## src/rtl/regfile_sb_pkg.sv

```systemverilog
// Shared definitions for the register file with scoreboard: default
// geometry derived from the machine word size, the default register
// address type, and the helper that locates a read port's field inside
// the packed rd_addr / rd_data buses.
package regfile_sb_pkg;

    localparam int WORD_SIZE    = 16;
    localparam int DEF_WIDTH    = WORD_SIZE;
    localparam int DEF_NUM_REGS = WORD_SIZE / 4;
    localparam int DEF_NUM_RD   = 2;
    localparam int DEF_ADDR_W   = $clog2(DEF_NUM_REGS);

    typedef logic [DEF_ADDR_W-1:0] reg_addr_t;

    // Read port k occupies bits [k*field_w +: field_w] of a packed port bus.
    function automatic int rd_lsb(input int port, input int field_w);
        return port * field_w;
    endfunction

endpackage

```

## src/rtl/regfile_scoreboard.sv

```systemverilog
// Scoreboard for regfile_sb: one busy bit per architectural register.
// Within one edge, writeback clears first, allocate then sets (the new
// producer wins), and flush clears everything last. any_busy is a
// registered OR of the next-state busy vector.
module regfile_scoreboard
    import regfile_sb_pkg::*;
#(
    parameter int NUM_REGS = DEF_NUM_REGS,
    parameter int ADDR_W   = $clog2(NUM_REGS)
) (
    input  logic                clk,
    input  logic                reset_n,
    input  logic                alloc_en,
    input  logic [ADDR_W-1:0]   alloc_addr,
    input  logic                wr_en,
    input  logic [ADDR_W-1:0]   wr_addr,
    input  logic                flush,
    output logic [NUM_REGS-1:0] busy,
    output logic                any_busy
);

    logic [NUM_REGS-1:0] busy_q;
    logic [NUM_REGS-1:0] busy_d;
    logic                any_busy_q;
    logic                any_busy_d;

    // Next-state busy vector with writeback < alloc < flush priority.
    always_comb begin
        busy_d = busy_q;
        if (wr_en) begin
            busy_d[wr_addr] = 1'b0;
        end
        if (alloc_en) begin
            busy_d[alloc_addr] = 1'b1;
        end
        if (flush) begin
            busy_d = '0;
        end
        any_busy_d = |busy_d;
    end

    // Busy state and summary flag; reset clears both immediately.
    always_ff @(posedge clk or negedge reset_n) begin
        if (!reset_n) begin
            busy_q     <= '0;
            any_busy_q <= 1'b0;
        end else begin
            busy_q     <= busy_d;
            any_busy_q <= any_busy_d;
        end
    end

    assign busy     = busy_q;
    assign any_busy = any_busy_q;

endmodule

```

## src/rtl/regfile_sb.sv

```systemverilog
// regfile_sb: parametrised multi-read-port register file with an
// integrated busy-bit scoreboard for hazard detection.
// Optional build macro REGFILE_BYPASS_EN: a same-cycle writeback is
// forwarded to any read port addressing it (data and busy).
module regfile_sb
    import regfile_sb_pkg::*;
#(
    parameter int WIDTH    = DEF_WIDTH,
    parameter int NUM_REGS = DEF_NUM_REGS,
    parameter int NUM_RD   = DEF_NUM_RD,
    parameter int ADDR_W   = $clog2(NUM_REGS)
) (
    input  logic                           clk,
    input  logic                           reset_n,
    input  logic [NUM_RD*ADDR_W-1:0]       rd_addr,
    output logic signed [NUM_RD*WIDTH-1:0] rd_data,
    output logic [NUM_RD-1:0]              rd_busy,
    input  logic                           alloc_en,
    input  logic [ADDR_W-1:0]              alloc_addr,
    input  logic                           wr_en,
    input  logic [ADDR_W-1:0]              wr_addr,
    input  logic signed [WIDTH-1:0]        wr_data,
    input  logic                           flush,
    output logic                           any_busy
);

    logic signed [WIDTH-1:0] regs_q [NUM_REGS];
    logic signed [WIDTH-1:0] regs_d [NUM_REGS];
    logic [NUM_REGS-1:0]     busy;

    // Writeback updates the addressed word; flush never touches data.
    always_comb begin
        regs_d = regs_q;
        if (wr_en) begin
            regs_d[wr_addr] = wr_data;
        end
    end

    // Data array; reset zeroes every register without a clock.
    always_ff @(posedge clk or negedge reset_n) begin
        if (!reset_n) begin
            for (int i = 0; i < NUM_REGS; i++) begin
                regs_q[i] <= '0;
            end
        end else begin
            regs_q <= regs_d;
        end
    end

    regfile_scoreboard #(
        .NUM_REGS (NUM_REGS),
        .ADDR_W   (ADDR_W)
    ) u_scoreboard (
        .clk        (clk),
        .reset_n    (reset_n),
        .alloc_en   (alloc_en),
        .alloc_addr (alloc_addr),
        .wr_en      (wr_en),
        .wr_addr    (wr_addr),
        .flush      (flush),
        .busy       (busy),
        .any_busy   (any_busy)
    );

    for (genvar k = 0; k < NUM_RD; k++) begin : g_rd
        localparam int ALSB = rd_lsb(k, ADDR_W);
        localparam int DLSB = rd_lsb(k, WIDTH);

        logic [ADDR_W-1:0]       addr;
        logic signed [WIDTH-1:0] port_data;
        logic                    port_busy;

        assign addr = rd_addr[ALSB +: ADDR_W];

`ifdef REGFILE_BYPASS_EN
        // Read mux with writeback forwarding; a same-edge re-allocation of
        // the written register keeps the port busy.
        always_comb begin
            port_data = regs_q[addr];
            port_busy = busy[addr];
            if (wr_en && (addr == wr_addr)) begin
                port_data = wr_data;
                port_busy = alloc_en && (alloc_addr == wr_addr);
            end
        end
`else
        // Plain read mux: only stored state is visible.
        always_comb begin
            port_data = regs_q[addr];
            port_busy = busy[addr];
        end
`endif

        assign rd_data[DLSB +: WIDTH] = port_data;
        assign rd_busy[k]             = port_busy;
    end

endmodule
```

## config.mk

```make
export PLATFORM = sky130hd
export DESIGN_NAME = regfile_sb
export DESIGN_NICKNAME = d
export VERILOG_FILES = /design/src/rtl/regfile_sb_pkg.sv /design/src/rtl/regfile_scoreboard.sv /design/src/rtl/regfile_sb.sv
export SDC_FILE = /design/constraint.sdc
export NUM_CORES = 1
export LEC_CHECK = 0
export ABC_AREA = 0
export CAP_MARGIN = 15
export CORE_MARGIN = 2
export CORE_UTILIZATION = 35
export DETAILED_ROUTE_END_ITERATION = 8
export PLACE_DENSITY = 0.56
export SETUP_SLACK_MARGIN = 0.1
export SLEW_MARGIN = 15
export SYNTH_ARGS = -nofsm -noshare
export SYNTH_HDL_FRONTEND = slang
export SYNTH_SLANG_ARGS = --single-unit
```

## constraint.sdc

```tcl
create_clock -name clk -period 1.61 [get_ports clk]
set_input_delay 0.322 -clock clk [delete_from_list [all_inputs] [get_ports clk]]
set_output_delay 0.322 -clock clk [all_outputs]
set_load 0.02 [all_outputs]
```

==> results of run 1 <==
==> through the flow <==
step / instances / cell area (um2) / total power [W] / setup slack, ns / utilization
2_1_floorplan: 197 / 3463 / 0.003207 / 0.1014 / -
3_3_place_gp: 409 / 4458 / 0.003924 / -0.8555 / 0.4625
3_5_place_dp: 409 / 4458 / 0.003948 / -0.8559 / 0.4625
4_1_cts: 432 / 4842 / 0.005671 / -0.1305 / 0.5023
5_1_grt: 434 / 4867 / 0.005879 / -0.1638 / 0.5049
6_report: 434 / 4867 / 0.005607 / -0.1066 / 0.5049
==> state kept, by name, indices dropped and copies added (netlist names) <==
register	count
u_scoreboard.busy	4
regs_q	64
u_scoreboard.any_busy	1
==> Yosys cell counts <==
library cell,n,share of area
dfrtp_1,69,0.50
mux2_2,64,0.21
mux4_2,34,0.22
buf_2,9,0.013
a32o_1,3,0.0088
buf_4,3,0.0066
and2_1,2,0.0036
clkbuf_1,2,0.0022
nand3b_2,2,0.0066
nor2b_1,2,0.0036
a2111o_1,1,0.0033
inv_1,1,0.0011
nand2b_1,1,0.0018
nand3_2,1,0.0029
nor2_1,1,0.0011
nor3b_4,1,0.0055
o2bb2ai_1,1,0.0026
==> final timing paths <==
check / start / slack (ns) / endpoint
max reg2reg: u_scoreboard.busy[3]$_DFF_PN0_ / 0.20 / u_scoreboard.any_busy$_DFF_PN0_
max in group asynchronous: reset_n / 0.69 / regs_q[14]$_DFFE_PN0P_
min: reset_n / 0.44 / regs_q[22]$_DFFE_PN0P_
max: regs_q[15]$_DFFE_PN0P_ / -0.11 / rd_data[15]
min in group clk: regs_q[5]$_DFFE_PN0P_ / 0.53 / regs_q[5]$_DFFE_PN0P_
min reg2reg: regs_q[5]$_DFFE_PN0P_ / 0.53 / regs_q[5]$_DFFE_PN0P_
==> kinds of logic (layout without fill, tap and decap cells) <==
| group | after synthesis | in the layout | share of synthesized area |
|---|---|---|---|
| AO/OA/AOI/OAI | 5 | 5 | 0.01460 |
| flip-flops | 69 | 69 | 0.5037 |
| multiplexers | 98 | 98 | 0.4336 |
| AND/OR/NAND/NOR | 10 | 10 | 0.02518 |
| buffers and inverters | 15 | 119 | 0.02299 |
==> layout by cell type (no fill, tap or decap), drive strengths merged, types with 2 or more instances in the layout <==
| master | Yosys | final |
|---|---|---|
| buf | 12 | 75 |
| dfrtp | 69 | 69 |
| mux2 | 64 | 64 |
| mux4 | 34 | 34 |
| clkdlybuf4s50 | 0 | 20 |
| clkbuf | 2 | 10 |
| dlygate4sd2 | 0 | 4 |
| a32o | 3 | 3 |
| inv | 1 | 3 |
| nand3b | 2 | 2 |
| and2 | 2 | 2 |
| nor2b | 2 | 2 |
| bufinv | 0 | 2 |
==> timing repair <==
item / 4_1_cts / 5_1_grt
hold endpoints to repair: 13 / 0
gates cloned: 3 / 0
hold buffers: 1 / 0
setup endpoints to repair: 36 / 41
setup buffers: 3 / 2
resized for setup: 224 / 4
==> critical path, delay by kind of cell (launching register included) <==
family / cells / cell delay, ns
muxes: 1 / 0.50
DFF: 1 / 0.40
buffers and inverters: 1 / 0.15
==> cell type report <==
| type | count | area (um2) |
|---|---|---|
| Multi-Input combinational cell | 113 | 1640 |
| Tap cell | 133 | 166.4 |
| Sequential cell | 69 | 1727 |
| Timing Repair Buffer | 102 | 1109 |
| Inverter | 1 | 3.754 |
| Fill cell | 854 | 4772 |
| Clock buffer | 10 | 127.6 |
| Clock inverter | 6 | 93.84 |
==> layer usage <==
| layer | wire (um) | global-route usage |
|---|---|---|
| met5 | 0 | 0 |
| met4 | 175 | 0.05668 |
| met3 | 285 | 0.03932 |
| met2 | 4325 | 0.2947 |
| met1 | 3503 | 0.2095 |
==> report_power, final <==
part / switching [W] / internal (W)
Clock: 0.000685 / 0.000886
Sequential: 0.000223 / 0.00205
Combinational: 0.000693 / 0.00107
Total: 0.00160 / 0.00401
==> impl_metrics.tcl, run 1 <==
set metrics [dict create \
    setup_viol 34 \
    period_needed_ns 1.717 \
    clock_skew_ns 0.005189 \
    crit_type "reg2out" \
    yosys_warnings 0 \
    via_count 2191 \
    syn_inst 197 \
    start_kind "flop" \
    synthesis.area_um2 3428 \
    cts.sinks 69 \
    p_leak_nw 2.072 \
    tightestPinTransition_ns 0.4453 \
    start_util 0.3557 \
    violations "negative setup slack" \
    max_cap_viol_count 0 \
    drt_iter0_drc 71 \
    hold_viol 0 \
    cts_tree "done" \
    grt_max_degree 20 \
    viasPerCell 5.048 \
    numCtsBuffers 9 \
    rsz0062_at_grt "yes" \
    postSynthNetCount 226 \
    cp.arrival_ns 1.39 \
    grt-ovfl-total 0 \
    layout_setup_ws_ns -0.1066 \
    grt_antenna_before_repair 0 \
    cts.clk_slew.worst_paths_ns 0.09 \
    slowest_delay_ns 0.50 \
    htree_levels 3 \
    synth.distinct_cells 17 \
    synth.avg_cell_area_um2 17.40 \
    worstPathMaxFanout 3 \
    drc 0 \
    path_cells "mux4_2 > buf_6" \
    grt_pass1_wl_mm 13.03 \
    dpl.hpwl_mm 5.784 \
    period_share 1.066 \
    worstSkewPairLatency_ns 0.34 \
    die_w_um 103.0 \
    vdd_drop_max_mv 0.4971 \
    synth-seq-cells 69 \
    clockBufferDepth 2 \
    cp.required_ns 1.29 \
    syn2layout_area_growth_pct 41.97 \
    antennaDiodeCount 0 \
    first_pass_iters 4 \
    finalWirelength_mm 8.290 \
    grt_pass1_vias 2367 \
    ios 64 \
    setup_tns_ns -2.886 \
    root_buffer "clkbuf_8" \
    fmax_mhz 582.6 \
    hold_slack_ns 0.4411 \
    core_um2 9639 \
    die_height_um 103.0 \
    maxSlewHeadroom 0.7031 \
    ant_nets 0 \
    power_density_nw_per_um2 1152 \
    slew_viol_final 0 \
    critPathCaptureType "output port" \
    num_rows 36 \
    portBuffers 63 \
    drive_above_1_share 0.6379 \
    worstRegToRegCells 4 \
    crit_slowest_cell "mux4_2" \
    status "complete, but fails checks" \
    hold_class "in2async" \
    seq_area_frac_synth 0.5036 \
    track_usage 0.1698 \
    gp_congestion 0.8406 \
    die_area_um2 10600 \
    finalNetCount 325 \
    avgRoutedWirePerCell_um 19.10 \
]
No activity file was read; power rests on OpenSTA's default activity.
==> inputs of run 2 (changes only) <==
--- a/config.mk
+++ b/config.mk
@@ -8,9 +8,9 @@
 export ABC_AREA = 0
 export CAP_MARGIN = 15
 export CORE_MARGIN = 2
-export CORE_UTILIZATION = 35
+export CORE_UTILIZATION = 47
 export DETAILED_ROUTE_END_ITERATION = 8
-export PLACE_DENSITY = 0.56
+export PLACE_DENSITY = 0.73
 export SETUP_SLACK_MARGIN = 0.1
 export SLEW_MARGIN = 15
 export SYNTH_ARGS = -nofsm -noshare
==> run 2 against run 1 <==
The run still ends with negative setup slack left. Count of clock-buffer cells in the layout rose by 2. Clock skew up 0.0037 ns. Combinational power about the same. Design area shrank 3.4%. Critical path type unchanged. Sequential share of layout area is 1.2 points higher. Cell count decreased by 9.0%. Largest cell class unchanged. Setup slack better by 0.0023 ns.
==> impl_metrics.tcl, run 2 (synthesis results as in run 1) <==
set metrics [dict create \
    portBuffers 63 \
    top_register "regs_q" \
    grt_antenna_before_repair 0 \
    dpl.hpwl_mm 5.227 \
    hold_class "in2async" \
    worstPathMaxFanout 3 \
    ios 64 \
    viasPerCell 5.522 \
    setup_viol 34 \
    worstSkewPairLatency_ns 0.35 \
    slew_viol_final 0 \
    grt-ovfl-total 0 \
    htree_levels 3 \
    fillers 519 \
    die_w_um 89.41 \
    antennaDiodeCount 0 \
    largest_reg_flops 64 \
    timing.rr.end "u_scoreboard.any_busy$_DFF_PN0_" \
    cts.clk_slew.worst_paths_ns 0.08 \
    syn2layout_area_growth_pct 37.19 \
    clock_skew_ns 0.008899 \
    drive_above_1_share 0.6318 \
    rsz0062_at_grt "yes" \
    avgRoutedWirePerCell_um 20.27 \
    clockBufferDepth 2 \
    rrSetupSlack_ns 0.46 \
    violations "negative setup slack" \
    track_usage 0.2160 \
    vdd_drop_max_mv 0.5780 \
    via_count 2181 \
    ant_nets 0 \
    cp-endpoint "rd_data[2]" \
    layout_commonest_cell "dfrtp_1" \
    finalNetCount 320 \
    layout_common_cells "69 x dfrtp_1, 64 x mux2_2, 36 x buf_6, 34 x mux4_2, 25 x buf_4" \
    critPathCaptureType "output port" \
    cp.required_ns 1.29 \
    cp-startpoint "regs_q[50]$_DFFE_PN0P_" \
    numCtsBuffers 9 \
    fin_total_pwr_w 0.005432 \
    gp_congestion 0.7947 \
    die_height_um 89.41 \
    status "complete, but fails checks" \
    cts.sinks 69 \
    die_area_um2 7993 \
    hold_viol 0 \
    cp.arrival_ns 1.39 \
    period_share 1.065 \
    r2r_start "u_scoreboard.busy[3]$_DFF_PN0_" \
    root_buffer "clkbuf_8" \
    first_pass_iters 4 \
    grt_pass1_vias 2299 \
    p_leak_nw 2.005 \
    worstRegToRegCells 2 \
    max_cap_viol_count 0 \
    layout_setup_ws_ns -0.1043 \
    cts_tree "done" \
    start_util 0.4778 \
    period_needed_ns 1.714 \
    power_density_nw_per_um2 1155 \
    core_um2 7176 \
    tightestPinTransition_ns 0.2784 \
    area.sequential_um2 1727 \
    drt_iter0_drc 99 \
    drc 0 \
    start_kind "flop" \
    fmax_mhz 583.3 \
    finalWirelength_mm 8.008 \
    grt_pass1_wl_mm 12.16 \
    grt_max_degree 45 \
    crit_type "reg2out" \
    num_rows 31 \
    maxSlewHeadroom 0.8144 \
    place_ws_ns -0.8626 \
    multiInputGateArea_um2 1632 \
]
-- run 2: cell types whose count changed in the layout (fill, tap and decap cells not counted), moves of 2 or more --
| cell | delta |
|---|---|
| clkinv_2 | +2 |
| inv_6 | -2 |
| buf_12 | -3 |
| buf_4 | -2 |
-- run 2: worst min-delay path by stage --
stage | to | slack (ns) | cells past startpoint
global route | regs_q[32]$_DFFE_PN0P_ | 0.51 | 3
floorplan | regs_q[0]$_DFFE_PN0P_ | 0.03 | 0
finish | regs_q[48]$_DFFE_PN0P_ | 0.49 | 3
CTS | regs_q[32]$_DFFE_PN0P_ | 0.49 | 3
global placement | regs_q[36]$_DFFE_PN0P_ | 0.32 | 2
detailed placement | regs_q[36]$_DFFE_PN0P_ | 0.32 | 2
-- run 2: routing by layer --
layer / track usage / vias to the layer above / wire length [um]
met5: 0 / - / 0
li1: - / 964 / -
met4: 0.08684 / 0 / 130
met1: 0.2875 / 1161 / 3491
met3: 0.05171 / 9 / 321
met2: 0.3448 / 47 / 4064
-- run 2: metrics by stage --
| stage | utilization | hold slack [ns] | setup TNS (ns) | instance area, um2 | std cells |
|---|---|---|---|---|---|
| floorplan | - | 0.02641 | 0 | 3463 | 197 |
| global placement | 0.6038 | 0.3181 | -38.44 | 4333 | 369 |
| detailed placement | 0.6038 | 0.3210 | -40.06 | 4333 | 369 |
| CTS | 0.6541 | 0.4911 | -3.302 | 4693 | 393 |
| global route | 0.6554 | 0.5075 | -4.304 | 4703 | 395 |
| finish | 0.6554 | 0.4874 | -3.049 | 4703 | 395 |
-- run 2: repair_timing --
item	4_1_cts	5_1_grt
hold buffers	1	0
cloned	4	0
hold endpoints to repair	48	0
endpoints found under the setup margin	36	34
buffers inserted	3	2
resized for setup	229	1
-- run 2: where the power goes --
group / internal [W] / switching (W)
Combinational: 0.00106 / 0.000701
Sequential: 0.00205 / 0.000217
Clock: 0.000754 / 0.000653
-- run 2: worst max-delay path: stages, from the launching register on --
cell and delay, ns:
dfrtp_1 0.41, mux4_2 0.48, buf_6 0.15
-- run 2: area by class of cell --
| class | count | area share |
|---|---|---|
| timing repair buffer | 97 | 0.2179 |
| sequential | 69 | 0.3671 |
| inverter | 1 | 0.0007981 |
| multi-input combinational | 113 | 0.3469 |
| clock inverter | 4 | 0.01011 |
| tap | 99 | 0.02634 |
| clock buffer | 12 | 0.03086 |
==> inputs of run 3 (changes only) <==
--- a/config.mk
+++ b/config.mk
@@ -6,7 +6,7 @@
 export NUM_CORES = 1
 export LEC_CHECK = 0
 export ABC_AREA = 0
-export CAP_MARGIN = 15
+export CAP_MARGIN = 25
 export CORE_MARGIN = 2
 export CORE_UTILIZATION = 47
 export DETAILED_ROUTE_END_ITERATION = 8
==> results of run 3 <==
No change in the layout: final DEF, timing and power equal those of run 2.
